--- src/rtl/nibble_serial_alu_seq.sv ---
// Nibble-serial WIDTH-bit add/sub: one 4-bit adder, LSB nibble first, carry held in a register.
// Ports: clk, reset (async, active-high), start/op_sub/a/b in; ready, valid, sum, carry_out out.
// Optional macro SERIAL_ALU_FLAGS_EN adds registered zero/negative/overflow outputs.

module adder4 (
  input  logic [3:0] a,
  input  logic [3:0] b,
  input  logic       cin,
  output logic [3:0] sum,
  output logic       cout
);
  assign {cout, sum} = {1'b0, a} + {1'b0, b} + {4'b0, cin};
endmodule

module nibble_serial_alu_seq #(
  parameter int WIDTH = 32
) (
  input  logic             clk,
  input  logic             reset,
  input  logic             start,
  input  logic             op_sub,
  input  logic [WIDTH-1:0] a,
  input  logic [WIDTH-1:0] b,
  output logic             ready,
  output logic             valid,
  output logic [WIDTH-1:0] sum,
`ifdef SERIAL_ALU_FLAGS_EN
  output logic             carry_out,
  output logic             zero,
  output logic             negative,
  output logic             overflow
`else
  output logic             carry_out
`endif
);
  localparam int NIBBLES = WIDTH / 4;
  localparam int CW = (NIBBLES > 1) ? $clog2(NIBBLES) : 1;

  typedef enum logic [1:0] {
    IDLE,
    RUN,
    DONE
  } state_t;

  state_t state_q, state_d;

  logic [WIDTH-1:0] a_reg, b_reg;
  logic             carry_reg;
  logic [CW-1:0]    count;
  logic [3:0]       nib;
  logic             c4;
  logic             last;
  logic [WIDTH+3:0] sum_cat;
  logic [WIDTH-1:0] sum_shift;

  adder4 u_add (
    .a   (a_reg[3:0]),
    .b   (b_reg[3:0]),
    .cin (carry_reg),
    .sum (nib),
    .cout(c4)
  );

  assign last      = (count == CW'(NIBBLES - 1));
  // New nibble enters at the top; after NIBBLES shifts it is in place.
  assign sum_cat   = {nib, sum};
  assign sum_shift = sum_cat[WIDTH+3:4];

  assign ready = (state_q == IDLE);
  assign valid = (state_q == DONE);

  always_ff @(posedge clk or posedge reset) begin
    if (reset) state_q <= IDLE;
    else       state_q <= state_d;
  end

  always_comb begin
    state_d = state_q;
    unique case (state_q)
      IDLE:    if (start) state_d = RUN;
      RUN:     if (last)  state_d = DONE;
      DONE:    state_d = IDLE;
      default: state_d = IDLE;
    endcase
  end

  always_ff @(posedge clk or posedge reset) begin
    if (reset) begin
      a_reg     <= '0;
      b_reg     <= '0;
      carry_reg <= 1'b0;
      count     <= '0;
      sum       <= '0;
      carry_out <= 1'b0;
`ifdef SERIAL_ALU_FLAGS_EN
      zero      <= 1'b0;
      negative  <= 1'b0;
      overflow  <= 1'b0;
`endif
    end else begin
      unique case (state_q)
        IDLE: begin
          if (start) begin
            a_reg     <= a;
            b_reg     <= b ^ {WIDTH{op_sub}};
            carry_reg <= op_sub;
            count     <= '0;
            sum       <= '0;
          end
        end
        RUN: begin
          sum       <= sum_shift;
          a_reg     <= a_reg >> 4;
          b_reg     <= b_reg >> 4;
          carry_reg <= c4;
          count     <= count + CW'(1);
          if (last) begin
            carry_out <= c4;
`ifdef SERIAL_ALU_FLAGS_EN
            // On the last nibble a_reg[3]/b_reg[3] are the operand MSBs.
            zero      <= (sum_shift == '0);
            negative  <= nib[3];
            overflow  <= (a_reg[3] == b_reg[3]) && (nib[3] != a_reg[3]);
`endif
          end
        end
        default: ;
      endcase
    end
  end
endmodule

--- config.mk ---
export PLATFORM = sky130hd
export DESIGN_NAME = nibble_serial_alu_seq
export DESIGN_NICKNAME = d
export VERILOG_FILES = /design/src/rtl/nibble_serial_alu_seq.sv
export SDC_FILE = /design/constraint.sdc
export NUM_CORES = 1
export LEC_CHECK = 0
export CAP_MARGIN = 30
export CORE_MARGIN = 3
export CORE_UTILIZATION = 30
export CTS_BUF_LIST = sky130_fd_sc_hd__clkbuf_8
export DETAILED_ROUTE_END_ITERATION = 8
export PLACE_DENSITY = 0.6
export SYNTH_ARGS = -nofsm -noshare
export SYNTH_HDL_FRONTEND = slang
export SYNTH_SLANG_ARGS = --single-unit
export TNS_END_PERCENT = 1
--- constraint.sdc ---
create_clock -name clk -period 3.1 [get_ports clk]
set_clock_uncertainty 0.2 [all_clocks]
set_input_delay 0.31 -clock clk [delete_from_list [all_inputs] [get_ports clk]]
set_output_delay 0.31 -clock clk [all_outputs]
set_load 0.005 [all_outputs]
==> results of run 1 <==
[cell type report]
class	instances	area, um2
clock inverter	6	108
sequential	103	2580
multi-input combinational	311	1920
timing repair buffer	110	1110
inverter	4	18.8
clock buffer	10	138
fill	1483	9230
tap	211	264
[layout by cell type (no fill, tap or decap), types with 7 or more instances in the layout]
cell             instances
a21oi_1                 34
a22o_1                  37
a22oi_1                 28
clkbuf_8                10
clkdlybuf4s50_1        101
dfrtp_1                103
nand2_1                 57
nor2_1                  30
nor2b_1                  7
o21ai_0                 39
o21ai_1                 21
xnor2_1                 26
xor2_1                   8
[logic make-up (layout without fill, tap and decap cells)]
logic type / Yosys count / after routing / synth area share
XOR/XNOR: 34 / 34 / 0.0626
flip-flops: 103 / 103 / 0.541
buffers and inverters: 44 / 130 / 0.0578
adder cells (fa/ha/maj): 7 / 7 / 0.0216
AO/OA/AOI/OAI: 165 / 165 / 0.222
AND/OR/NAND/NOR: 104 / 104 / 0.0928
multiplexers: 1 / 1 / 0.00237
[cells in the mapped netlist, drive strengths merged]
cell,n
xnor2,26
a22o,37
nand2,57
nor2b,10
nand2b,2
mux2,1
o22a,1
clkbuf,9
a21o,1
nor2,30
o21ai,60
and3b,2
inv,4
or2,1
ha,5
xor2,8
a221o,1
and2b,1
dfrtp,103
o22ai,1
a21oi,35
a22oi,28
a2bb2oi,1
and2,1
buf,31
fa,2
[metrics by stage]
stage | power [uW] | util | hold WS (ns) | worst slack (ns)
final | 5320 | 0.399 | 0.0863 | 0.818
after global routing | 5750 | 0.399 | 0.106 | 0.701
after CTS | 5420 | 0.399 | 0.0819 | 0.772
after detailed placement | 4380 | 0.383 | 0.269 | 0.877
after global placement | 4300 | 0.383 | 0.260 | 0.938
after floorplan | 3580 | - | 0.243 | 1.16
[critical path: stages, from the launching register on]
cell,delay (ns)
dfrtp_1,0.65
nor2b_1,0.24
clkdlybuf4s50_1,0.52
[per-layer routing]
metal / vias to the layer above / share of wire
li1: 1750 / -
met1: 1757 / 0.46
met2: 87 / 0.47
met3: 13 / 0.045
met4: 0 / 0.017
met5: - / 0
[power by group through the flow]
stage               combinational [uW]  sequential (uW)  clock (uW)
floorplan                         1400             2180           0
global placement                  2020             2270           0
detailed placement                2090             2280           0
CTS                               2100             2260        1050
global route                      2310             2330        1110
finish                            2050             2250        1020
[worst paths after layout]
check                           start   endpoint  slack (ns)  depth (start not counted)
setup reg to reg             a_reg[0]  carry_reg        1.04                          7
setup / recovery           state_q[1]      valid        0.82                          2
hold / removal                  reset    sum[22]        0.09                          2
min in group clk             count[0]   count[0]        0.28                          1
max in group asynchronous       reset  a_reg[26]        1.94                          3
hold reg to reg              count[0]   count[0]        0.28                          1
==> flow_summary_export.csv, run 1 <==
group,metric,value,unit
outcome,status,"complete, no violations",
yosys,synth_area_leader_cell,"dfrtp_1",
pwr,ir_drop,0.409,mV
detailed_routing,wl,11200,um
sta,rsz0062_at_grt,"no",
detailed_routing,drt-wirelength-per-cell,14.8,um
clocking,cts.sinks,103,
pwr,pwr-share-clk,0.191,
yosys,syn_area,4760,um2
sta,hold_viol,0,
yosys,yosys_warnings,0,
global_route,use_met1,0.181,
die,die_w,132,um
sta,setup-violations-final,0,
sta,setup_tns,0,ns
yosys,synth_top_area_frac,0.541,
placement,gp_congestion,0.820,
clocking,cts_tree,"built",
sta,min_period_over_period,0.736,
placement,post_dp_cell_area,5890,um2
die,rows,45,
cells_and_area,drive_gt1_frac,0.0570,
clocking,clk_latency,0.36,ns
yosys,synth_nets,533,
die,initial_core_util,0.310,
placement,dp.cells,739,
setup_path,cp_data_arrival_time,1.77,ns
clocking,ctsResizeCount,0,
pwr,power_frac_seq,0.423,
sta,slew_violations,0,
setup_path,path_class,"reg -> out",
die,die_y,132,um
flow_run,maxCapViolations,0,
yosys,seq_area_frac_synth,0.541,
yosys,ys_ff_latch,103,
clocking,cts_buffer_depth,2,
pwr,p_comb_frac,0.386,
pwr,leakage,0.00257,uW
placement,io_buffer_count,102,
clocking,cts_hold_buf,0,
sta,min_period,2.28,ns
die,die_area,17400,um2
global_route,grt_pass1_vias,3680,
detailed_routing,drc_errors,0,
cells_and_area,final_area,6140,um2
global_route,grt_max_degree,119,
global_route,antenna_found_initial,0,
hold_path,hp-class,"in -> async",
die,core_area,15400,um2
global_route,grt_use_total,0.131,
sta,slew_headroom,0.417,
global_route,grt_pass1_wl,19000,um
setup_path,required,2.59,ns
placement,dp_hpwl,7610,um
yosys,synth_cell_types,33,
detailed_routing,drt.antenna.violating_nets,0,
global_route,gr-usage-met3,0.0324,
global_route,grt-busiest-layer,"met2",
detailed_routing,drtIter0Drc,282,
cells_and_area,num-nets-final,614,
pwr,power_density,867,nW/um2
global_route,met2_usage,0.206,
sta,tightest_slew,0.874,ns
yosys,synthTopCellsByArea,"dfrtp_1, a22o_1, xnor2_1",
pwr,p_int,3480,uW
setup_path,end_kind,"primary output",
pwr,power_switching_share,0.346,
setup_path,worstPathMaxFanout,13,
sta,fmax,438,MHz
clocking,postCtsSetupBuffers,0,
cells_and_area,antenna_cells,0,
setup_path,startpoint_type,"flip-flop",
clocking,cts_made_buffers,9,
detailed_routing,vias_per_cell,4.78,
detailed_routing,vias,3607,
die,ios,103,
yosys,synth_area_per_cell,10.4,um2
detailed_routing,first_pass_iters,4,
global_route,grt-ovfl-total,0,
pwr,switchingPower,1840,uW
cells_and_area,syn2layout_area_growth,29.0,%
yosys,synthCells,458,
cells_and_area,layout.cells.non_filler,755,
clocking,root_buffer,"clkbuf_8",
clocking,h-tree-depth,3,
clocking,cts.reportedPaths.clkPinSlew,0.10,ns
(Power assumes the default switching activity.)
==> run 2, diff against run 1 <==
clock period = 1.9 ns   (was 3.1 ns; I/O delays follow)
==> run 2 against run 1 <==
  * The run now ends with negative setup slack left
  * Worst setup slack lost 0.85 ns
  * Die area unchanged
  * Sequential power grew 63%
  * First-iteration DRC count fell by 16%
  * Critical path depth is 5 higher
  * Non-clock buffer count rose by 18
  * Clock power rose by 33%
  * Final cell count up 2.1%
  * Wire length grew 3.1%
  * Combinational power increased by 79%
  * Final area rose by 2.3%
  * Highest routed layer unchanged
==> flow_summary_export.csv, run 2 (synthesis results as in run 1) <==
group,metric,value,unit
outcome,status,"finished with violations",
outcome,violations,"negative setup slack",
sta,setup_ws,-0.0278,ns
cells_and_area,layout.cells.most_common_list,"dfrtp_1, clkdlybuf4s50_1, nand2_1, a22o_1, o21ai_0",
pwr,total_power,8690,uW
flow_run,maxCapViolations,0,
setup_path,required,1.97,ns
detailed_routing,drc_errors,0,
detailed_routing,drt.antenna.violating_nets,0,
sta,rsz0062_at_grt,"yes",
sta,setup-violations-final,2,
setup_path,r2r.worst_path.cells,7,
setup_path,cp_data_arrival_time,1.99,ns
die,die_area,17400,um2
cells_and_area,antenna_cells,0,
global_route,grt_pass1_vias,3760,
die,die_y,132,um
die,rows,45,
placement,io_buffer_count,102,
die,initial_core_util,0.310,
detailed_routing,first_pass_iters,5,
sta,min_period,1.93,ns
placement,pre_cts_slack,-0.153,ns
detailed_routing,vias_per_cell,4.77,
global_route,antenna_found_initial,0,
clocking,cts.reportedPaths.clkPinSlew,0.09,ns
clocking,root_buffer,"clkbuf_8",
clocking,clk_latency,0.38,ns
sta,slew_headroom,0.675,
detailed_routing,wl,11500,um
pwr,power_density,1380,nW/um2
setup_path,startpoint,"carry_reg",
detailed_routing,drt-wirelength-per-cell,14.9,um
global_route,grt_pass1_wl,19300,um
clocking,h-tree-depth,3,
setup_path,startpoint_type,"flip-flop",
clocking,cts_tree,"built",
pwr,ir_drop,0.604,mV
detailed_routing,drtIter0Drc,236,
cells_and_area,drive_gt1_frac,0.0982,
global_route,grt_use_total,0.135,
detailed_routing,vias,3680,
die,die_w,132,um
cells_and_area,final-seq-area,2580,um2
cells_and_area,syn2layout_area_growth,32.0,%
setup_path,worstReg2RegStart,"carry_reg",
clocking,cts.sinks,103,
cells_and_area,num-nets-final,632,
cells_and_area,multi_input_area,1940,um2
cells_and_area,final_common_cell,"dfrtp_1",
setup_path,endpoint,"carry_reg",
sta,min_period_over_period,1.01,
setup_path,worstPathMaxFanout,2,
sta,slew_violations,0,
setup_path,end_kind,"flip-flop",
sta,tightest_slew,0.488,ns
pwr,leakage,0.00265,uW
placement,gp_congestion,0.815,
cells_and_area,fillers,1480,
clocking,cts_buffer_depth,2,
sta,hold_viol,0,
global_route,grt-ovfl-total,0,
hold_path,hp-class,"in -> async",
sta,fmax,519,MHz
clocking,cts_made_buffers,9,
setup_path,rr_endpoint,"carry_reg",
placement,dp_hpwl,7900,um
setup_path,r2r_slack,-0.03,ns
die,ios,103,
setup_path,path_class,"reg -> reg",
global_route,grt_max_degree,66,
die,core_area,15400,um2
run 2: how the worst min path moves through the flow:
stage              start         to  slack [ns]  depth (start not counted)
2_1_floorplan      a[28]  a_reg[28]        0.12                          1
3_3_place_gp    count[0]   count[0]        0.26                          1
3_5_place_dp   a_reg[10]  a_reg[10]        0.27                          2
4_1_cts            reset    sum[27]        0.05                          3
5_1_grt            reset    sum[27]        0.05                          3
6_report           reset    sum[27]        0.04                          3
run 2: metal layers:
metal | track usage | part of all wire | vias up
li1 | - | - | 1786
met1 | 0.182 | 0.46 | 1780
met2 | 0.208 | 0.47 | 103
met3 | 0.0454 | 0.056 | 11
met4 | 0.0414 | 0.018 | 0
met5 | 0 | 0 | -
run 2: worst max-delay path: stages (launching register included):
cell and delay [ns]:
dfrtp_1 0.41, fa_2 0.41, inv_2 0.07, fa_2 0.19, nor2b_1 0.04, o21ai_1 0.12, nand2b_1 0.08, a221o_1 0.30
run 2: final cells by class:
class / count / share of cell area
clock buffer: 10 / 0.0219
clock inverter: 4 / 0.00757
inverter: 4 / 0.00299
multi-input combinational: 311 / 0.309
sequential: 103 / 0.411
tap: 211 / 0.0420
timing repair buffer: 128 / 0.206
run 2: what timing repair did:
| item | 4_1_cts | 5_1_grt |
|---|---|---|
| cloned | 0 | 0 |
| hold buffers | 0 | 0 |
| resized for setup | 10 | 2 |
| endpoints found under the setup margin | 4 | 4 |
| buffers inserted | 4 | 2 |
| pin swaps | 3 | 3 |
run 2: stage by stage:
stage	instance area [um2]	hold WS [ns]	setup TNS (ns)	utilization	std cells
floorplan	4760	0.123	-0.0599	-	458
global placement	6030	0.260	-0.124	0.393	751
detailed placement	6030	0.274	-0.493	0.393	751
CTS	6260	0.0497	-0.0937	0.407	769
global route	6280	0.0514	-0.285	0.409	771
finish	6280	0.0418	-0.0492	0.409	771
run 2: power by group:
| part | internal (uW) | switching [uW] | leakage (uW) |
|---|---|---|---|
| clock network | 626 | 738 | 0.0000940 |
| logic | 1910 | 1740 | 0.00122 |
| registers | 3070 | 594 | 0.00134 |
==> run 3, diff against run 2 <==
CORE_UTILIZATION = 47   (was 30)
PLACE_DENSITY = 0.84   (was 0.6)
==> run 3 against run 2 <==
  * The run still ends with negative setup slack left
  * Sequential power about the same
  * Worst setup slack worse by 0.030 ns
  * Register-to-register slack worse by 0.03 ns
  * Hold slack better by 0.056 ns
  * Flip-flop and latch count unchanged
  * Total power about the same
  * Highest routed layer unchanged
==> flow_summary_export.csv, run 3 (synthesis results as in run 1) <==
group,metric,value,unit
outcome,status,"finished with violations",
outcome,violations,"negative setup slack",
global_route,grt-ovfl-total,0,
sta,setup-violations-final,2,
placement,dp_hpwl,7560,um
die,initial_core_util,0.485,
setup_path,required,1.95,ns
sta,hold_viol,0,
clocking,root_buffer,"clkbuf_8",
die,die_w,107,um
hold_path,hp-class,"in -> async",
detailed_routing,drt-wirelength-per-cell,15.4,um
sta,slew_headroom,0.642,
global_route,grt_pass1_vias,3711,
die,die_area,11400,um2
pwr,ir_drop,0.561,mV
flow_run,maxCapViolations,0,
pwr,power_density,1410,nW/um2
setup_path,path_cells,"fa_2, inv_2, fa_2, nor2b_1, o21ai_1, nand2b_1, a221o_1",
setup_path,rr_endpoint,"carry_reg",
setup_path,r2r_slack,-0.06,ns
sta,hold_slack,0.0981,ns
clocking,cts_buffer_depth,2,
cells_and_area,num-nets-final,631,
setup_path,cp_data_arrival_time,2.01,ns
clocking,cts.reportedPaths.clkPinSlew,0.10,ns
sta,tightest_slew,0.537,ns
sta,slew_violations,0,
placement,gp_congestion,0.852,
detailed_routing,drtIter0Drc,178,
clocking,cts_made_buffers,9,
detailed_routing,drc_errors,0,
clocking,h-tree-depth,3,
sta,rsz0062_at_grt,"yes",
cells_and_area,drive_gt1_frac,0.0998,
global_route,antenna_found_initial,0,
setup_path,critPathMostFrequentCell,"fa_2",
clocking,cts_hold_buf,0,
setup_path,path_class,"reg -> reg",
detailed_routing,drt.antenna.violating_nets,0,
die,die_y,107,um
clocking,cts.sinks,103,
setup_path,end_kind,"flip-flop",
detailed_routing,vias_per_cell,5.35,
detailed_routing,vias,3713,
setup_path,r2r.worst_path.cells,7,
setup_path,cpPeakStageDelay,0.42,ns
setup_path,startpoint_type,"flip-flop",
cells_and_area,antenna_cells,0,
clocking,clk_latency,0.36,ns
detailed_routing,first_pass_iters,4,
global_route,grt_pass1_wl,18100,um
placement,io_buffer_count,102,
setup_path,worstReg2RegStart,"carry_reg",
setup_path,crit_family,"adder cells",
pwr,leakage,0.00268,uW
die,rows,36,
sta,min_period_over_period,1.03,
sta,min_period,1.96,ns
detailed_routing,wl,10700,um
sta,fmax,511,MHz
clocking,cts_tree,"built",
cells_and_area,syn2layout_area_growth,29.9,%
global_route,grt_max_degree,104,
cells_and_area,layout.cells.most_common_list,"dfrtp_1, clkdlybuf4s50_1, nand2_1, o21ai_0, a22o_1",
setup_path,path_buf_inv,1,
cells_and_area,final_common_cell,"dfrtp_1",
die,core_area,9820,um2
setup_path,worstPathMaxFanout,2,
die,ios,103,
setup_path,cpMaxStageDelayCell,"dfrtp_1",
global_route,grt_use_total,0.197,
cells_and_area,final_util,0.630,
sta,setup_ws,-0.0579,ns
-- run 3: power breakdown --
| group | internal [uW] | leakage, uW | switching [uW] | total (uW) |
|---|---|---|---|---|
| combinational | 1870 | 0.00123 | 1710 | 3580 |
| clock | 639 | 0.000105 | 805 | 1440 |
| sequential | 3070 | 0.00134 | 598 | 3670 |
-- run 3: how the worst max path moves through the flow --
stage                    from        end  slack [ns]  depth (start not counted)
floorplan            a_reg[0]  carry_reg       -0.04                          7
global placement     a_reg[0]  carry_reg       -0.07                          7
detailed placement   a_reg[0]  carry_reg       -0.17                          7
CTS                 carry_reg  carry_reg       -0.06                          7
global route        carry_reg  carry_reg       -0.11                          7
finish              carry_reg  carry_reg       -0.06                          7
-- run 3: routing by layer --
| layer | vias up | track usage | wire length [um] |
|---|---|---|---|
| met1 | 1817 | 0.270 | 4760 |
| met4 | 0 | 0.0457 | 100 |
| met5 | - | 0 | 0 |
| met2 | 104 | 0.321 | 5250 |
| li1 | 1784 | - | - |
| met3 | 8 | 0.0464 | 548 |
-- run 3: area by class of cell --
cell class,count,area (um2)
Fill cell,797,3630
Sequential cell,103,2580
Multi-Input combinational cell,311,1930
Timing Repair Buffer,127,1270
Tap cell,133,166
Clock buffer,9,124
Clock inverter,7,91.3
Inverter,4,18.8
-- run 3: timing repair --
action | CTS | global route
setup endpoints to repair | 4 | 5
setup buffers | 4 | 0
pin swaps | 3 | 0
gates resized for setup | 7 | 4
-- run 3: per-stage QoR --
step	cells	total power, uW	setup slack [ns]	TNS [ns]	area [um2]
4_1_cts	694	8780	-0.0632	-0.124	6170
3_5_place_dp	674	7280	-0.172	-0.319	5920
3_3_place_gp	674	7060	-0.0700	-0.114	5920
5_1_grt	694	9350	-0.110	-0.218	6190
6_report	694	8700	-0.0579	-0.115	6190
2_1_floorplan	458	5840	-0.0417	-0.0599	4760
-- run 3: worst register-to-register path: cells and delay by family (launching register included) --
kind	cells	cell delay [ns]
buf+inv	1	0.06
compound gates	2	0.44
flops	1	0.42
fa+ha+maj	2	0.59
simple gates	2	0.14
